`src/rtl/display_mode_sequencer.sv`:
```
// Frame-synchronous display-mode latch and ping-pong histogram bank sequencer.
// Optional per-frame pixel-count check: define DMS_PIXCOUNT_CHECK_EN.
module display_mode_sequencer #(
  parameter int unsigned NUM_BINS = 256,
  parameter int unsigned BIN_AW   = 8,
  parameter int unsigned H_ACTIVE = 800,
  parameter int unsigned V_ACTIVE = 480
) (
  input  logic              CCD_PIXCLK,
  input  logic              iRst,
  input  logic [17:0]       iDisplaySelect,
  input  logic              iFval,
  input  logic              iCCD_DVAL,
  output logic [2:0]        oMode,
  output logic              oHistBank,
  output logic              oHistClr,
  output logic [BIN_AW-1:0] oHistClrAddr,
  output logic              oHistAccum,
  output logic              oStatsValid,
  output logic              oClrOverrun,
  output logic              oFrameStart,
  output logic [15:0]       oFrameCnt,
  output logic              oFrameErr
);

  localparam int unsigned PIX_W = 19;
  localparam logic [BIN_AW-1:0] LAST_ADDR = BIN_AW'(NUM_BINS - 1);

  typedef enum logic [1:0] {ST_CLEAR, ST_WAIT, ST_ACTIVE} state_t;

  state_t            state, state_nxt;
  logic              fval_d;
  logic              clean, clean_nxt;
  logic [2:0]        mode_dec, mode_nxt;
  logic              bank_nxt, clr_nxt, sv_nxt, ovr_nxt;
  logic [BIN_AW-1:0] addr_nxt;
  logic [15:0]       cnt_nxt;
  logic              rise, fall, is_hist, pix_ok;

  assign rise    = iFval & ~fval_d;
  assign fall    = ~iFval & fval_d;
  assign is_hist = (oMode == 3'd2) || (oMode == 3'd3);

  assign oHistAccum  = iCCD_DVAL & is_hist &
                       (((state == ST_ACTIVE) & iFval) | ((state != ST_ACTIVE) & rise));
  assign oFrameStart = rise & (state != ST_ACTIVE);

  // Switch priority decode; bits 0, 1, 6 and 9-17 never select a mode.
  always_comb begin
    mode_dec = 3'd0;
    if      (iDisplaySelect[8]) mode_dec = 3'd6;
    else if (iDisplaySelect[7]) mode_dec = 3'd5;
    else if (iDisplaySelect[5]) mode_dec = 3'd4;
    else if (iDisplaySelect[4]) mode_dec = 3'd3;
    else if (iDisplaySelect[3]) mode_dec = 3'd2;
    else if (iDisplaySelect[2]) mode_dec = 3'd1;
  end

  logic unused_sel;
  assign unused_sel = ^{iDisplaySelect[17:9], iDisplaySelect[6], iDisplaySelect[1:0]};

  always_ff @(posedge CCD_PIXCLK) begin
    if (iRst) begin
      state        <= ST_CLEAR;
      fval_d       <= 1'b1;
      clean        <= 1'b0;
      oMode        <= 3'd0;
      oHistBank    <= 1'b0;
      oHistClr     <= 1'b0;
      oHistClrAddr <= '0;
      oStatsValid  <= 1'b0;
      oClrOverrun  <= 1'b0;
      oFrameCnt    <= 16'd0;
    end else begin
      state        <= state_nxt;
      fval_d       <= iFval;
      clean        <= clean_nxt;
      oMode        <= mode_nxt;
      oHistBank    <= bank_nxt;
      oHistClr     <= clr_nxt;
      oHistClrAddr <= addr_nxt;
      oStatsValid  <= sv_nxt;
      oClrOverrun  <= ovr_nxt;
      oFrameCnt    <= cnt_nxt;
    end
  end

  always_comb begin
    state_nxt = state;
    clean_nxt = clean;
    mode_nxt  = oMode;
    bank_nxt  = oHistBank;
    clr_nxt   = oHistClr;
    addr_nxt  = oHistClrAddr;
    sv_nxt    = oStatsValid;
    ovr_nxt   = oClrOverrun;
    cnt_nxt   = oFrameCnt;

    // Mode only follows the switches while no frame is in flight.
    if (!iFval && (state != ST_ACTIVE)) mode_nxt = mode_dec;

    unique case (state)
      ST_CLEAR: begin
        if (rise) begin
          state_nxt = ST_ACTIVE;
          clr_nxt   = 1'b0;
          ovr_nxt   = 1'b1;
          clean_nxt = 1'b0;
        end else if (!oHistClr) begin
          clr_nxt = 1'b1;
        end else if (oHistClrAddr == LAST_ADDR) begin
          clr_nxt   = 1'b0;
          state_nxt = ST_WAIT;
        end else begin
          addr_nxt = oHistClrAddr + BIN_AW'(1);
        end
      end
      ST_WAIT: begin
        if (rise) begin
          state_nxt = ST_ACTIVE;
          clean_nxt = 1'b1;
        end
      end
      ST_ACTIVE: begin
        if (fall) begin
          state_nxt = ST_CLEAR;
          bank_nxt  = ~oHistBank;
          sv_nxt    = is_hist & clean & pix_ok;
          cnt_nxt   = oFrameCnt + 16'd1;
          clr_nxt   = 1'b1;
          addr_nxt  = '0;
        end
      end
      default: state_nxt = ST_CLEAR;
    endcase
  end

`ifdef DMS_PIXCOUNT_CHECK_EN
  logic [PIX_W-1:0] pix_cnt;

  assign pix_ok = (pix_cnt == PIX_W'(H_ACTIVE * V_ACTIVE));

  // Counting starts on the rise cycle so the first pixel is included.
  always_ff @(posedge CCD_PIXCLK) begin
    if (iRst) begin
      pix_cnt   <= '0;
      oFrameErr <= 1'b0;
    end else begin
      if (rise && (state != ST_ACTIVE))
        pix_cnt <= PIX_W'(iCCD_DVAL);
      else if ((state == ST_ACTIVE) && iFval && iCCD_DVAL)
        pix_cnt <= pix_cnt + PIX_W'(1);
      if ((state == ST_ACTIVE) && fall)
        oFrameErr <= ~pix_ok;
    end
  end
`else
  logic unused_geom;
  assign unused_geom = ^(PIX_W'(H_ACTIVE * V_ACTIVE));
  assign pix_ok      = 1'b1;
  assign oFrameErr   = 1'b0;
`endif

endmodule

```
`config.mk`:
```
export PLATFORM = sky130hd
export DESIGN_NAME = display_mode_sequencer
export DESIGN_NICKNAME = d
export VERILOG_FILES = /design/src/rtl/display_mode_sequencer.sv
export SDC_FILE = /design/constraint.sdc
export NUM_CORES = 1
export LEC_CHECK = 0
export BUFFER_PORTS_ARGS = -buffer_cell sky130_fd_sc_hd__buf_2
export CORE_UTILIZATION = 50
export CTS_BUF_LIST = sky130_fd_sc_hd__clkbuf_4 sky130_fd_sc_hd__clkbuf_8 sky130_fd_sc_hd__clkbuf_16
export CTS_CLUSTER_SIZE = 8
export DETAILED_ROUTE_END_ITERATION = 10
export GPL_TIMING_DRIVEN = 1
export PLACE_DENSITY = 0.79
export SKIP_CTS_REPAIR_TIMING = 1
export SYNTH_ARGS = -nofsm -noshare
export SYNTH_HDL_FRONTEND = slang
export SYNTH_SLANG_ARGS = --single-unit
```
`constraint.sdc`:
```
create_clock -name CCD_PIXCLK -period 3.84 [get_ports CCD_PIXCLK]
set_input_delay 0.768 -clock CCD_PIXCLK [delete_from_list [all_inputs] [get_ports CCD_PIXCLK]]
set_output_delay 0.768 -clock CCD_PIXCLK [all_outputs]
set_load 0.01 [all_outputs]
```
==> metrics.csv <==
metric;value;unit
vias;1553;
min_period;2.577;ns
die_y;59.80;um
synthXorXnorAreaFrac;5.768;%
critical_path_buf_inv_count;2;
drc;0;
slowest_stage;dfxtp_1;
syn_inst;204;
portBuffers;42;
crit_required;3.07;ns
cts_num_sinks;35;
p_per_area;343.5;nW/um2
async_flop_share;0;%
cts_max_level;2;
row_count;20;
drtIter0Drc;59;
cp_max_fo;12;
die_area;3576;um2
ys.flop_type;dfxtp_1;
rsz0062_at_grt;no;
ys_types;38;
synthMuxAreaShare;1.199;%
fmax;0.3880;GHz
yosys.area_share.simple;30.49;%
ir_drop;0.2403;mV
drive_above_1_share;22.31;%
start_kind;flop;
antenna_found_initial;0;
clk_pin_slew;0.10;ns
critPathTopFamily;flip-flops;
fin_cells;286;
slew_viol_final;0;
tightest_slew;0.6742;ns
synth-adder-area-share;1.498;%
clockBufferDepth;2;
syn_nets;228;
slew_headroom;55.06;%
critPathCaptureType;output pin;
synthesis.area;1670;um2
fin_crit_sh;67.12;%
setup_tns;0;ns
final_antenna_net_count;0;
dpl.hpwl;2362;um
clk_latency;0.35;ns
place.gp.congestion;0.8183;
start_util;53.83;%
grt_pass1_wl;5630;um
cts_root_buffer;clkbuf_4;
io_pins;56;
cts_tree;yes;
max_stage_delay;0.55;ns
grt_pass1_vias;1318;
synth_seq_area_share;41.95;%
detail_route.wl_per_cell;11.90;um
worstPathCellList;nor2b_1 -> inv_1 -> a21oi_1 -> buf_2;
avgSynthCellArea;8.188;um2
worst_slack;1.263;ns
ys_ff_latch;35;
grt.total_usage;21.00;%
n_antenna_cell;0;
power;0.6648;mW
routed_wl;3402;um
synth-compound-area-share;14.08;%
place_ws;1.378;ns
hold_ws;0.4853;ns
first_pass_iters;4;
critPathKind;flop to output pin;
gr-total-overflow;0;
core-area;3103;um2
cts_buffers;5;
arrival;1.81;ns
finalClockSkew;0.01107;ns
synth_edf_count;0;
area_delta_synth_final;15.88;%
hp-class;flop to flop;
grt_max_degree;32;
die_w;59.80;um
synth_top_family_by_area;simple AND/OR/NAND/NOR gates;
vias_per_cell;5.430;
nFillCells;311;
dp.cells;278;
setup_viol;0;
p_leak;0.8371;nW
nets;265;
hold_viol_final;0;
status;finished clean;
maxCapViolations;0;
yosysWarnings;0;
==> logic make-up after synthesis <==
family | count (synthesis)
AND/OR/NAND/NOR | 96
AO/OA/AOI/OAI | 39
flip-flops | 35
buffers and inverters | 18
XOR/XNOR | 11
adder cells (fa/ha/maj) | 2
multiplexers | 2
other | 1
==> synthesized netlist by cell type (all sizes together), types with 6 or more instances <==
| cell | n | area [um2] |
|---|---|---|
| a21oi | 12 | 60.06 |
| buf | 8 | 42.54 |
| dfxtp | 35 | 700.7 |
| inv | 6 | 22.52 |
| nand2 | 9 | 33.78 |
| nand3 | 10 | 60.06 |
| nand4 | 7 | 43.79 |
| nor2 | 27 | 101.4 |
| nor3 | 9 | 45.04 |
| o21ai | 14 | 70.06 |
| or3 | 6 | 37.54 |
| xor2 | 9 | 78.83 |
==> state kept, by name (all words and copies together), names as in the netlist <==
name,flops
clean,1
oFrameCnt,16
oHistClrAddr,8
oStatsValid,1
oHistClr,1
oClrOverrun,1
oMode,3
fval_d,1
oHistBank,1
state,2
==> per-layer routing <==
layer  part of all wire [%]  global-route usage, %  vias to the layer above
met5                      0                      0                        -
met4                    1.4                  7.641                        0
met3                    4.8                  7.359                        5
met2                     46                  33.02                       36
met1                     48                  26.44                      722
li1                       -                      -                      790
==> final cells by class <==
type                       instances  area (um2)  area share [%]
multi-input combinational        151       889.6           45.96
sequential                        35       700.7           36.20
timing repair buffer              42       210.2           10.86
tap                               44       55.05           2.844
clock buffer                       6       45.04           2.327
inverter                           6       22.52           1.164
clock inverter                     2       12.51          0.6464
==> path summary, 6_finish.rpt <==
kind / startpoint / to / slack [ns] / cells past startpoint
worst max-delay path: state[1] / oHistAccum / 1.26 / 4
worst min-delay path: oMode[0] / oMode[0] / 0.49 / 2
worst max register to register: state[1] / oFrameCnt[11] / 1.79 / 4
worst min register to register: oMode[0] / oMode[0] / 0.49 / 2
==> power breakdown <==
| part | switching, mW | total, mW | internal, mW |
|---|---|---|---|
| Clock | 0.130 | 0.207 | 0.0776 |
| Sequential | 0.0144 | 0.389 | 0.375 |
| Combinational | 0.0385 | 0.0681 | 0.0295 |
| Total | 0.183 | 0.665 | 0.482 |
==> through the flow <==
stage,util [%],cell area (um2)
after floorplan,-,1670
after global placement,60.52,1878
after detailed placement,60.52,1878
after CTS,62.38,1936
after global routing,62.38,1936
final,62.38,1936
==> layout by cell type, fill, tap and decap left out, types with 6 or more instances in the layout <==
cell	count
clkbuf_4	6
nand2_1	9
nand4_1	7
inv_1	6
a21oi_1	12
o21ai_0	13
buf_2	42
nand3_1	8
xor2_1	9
dfxtp_1	35
nor2_1	27
nor3_1	9
or3_1	6
==> worst min-delay path: stages, from the launching register on <==
cell and delay (ns):
dfxtp_1 0.32, o21ai_0 0.07, a21oi_1 0.06
Note: power is estimated with default switching activity, not from simulation.
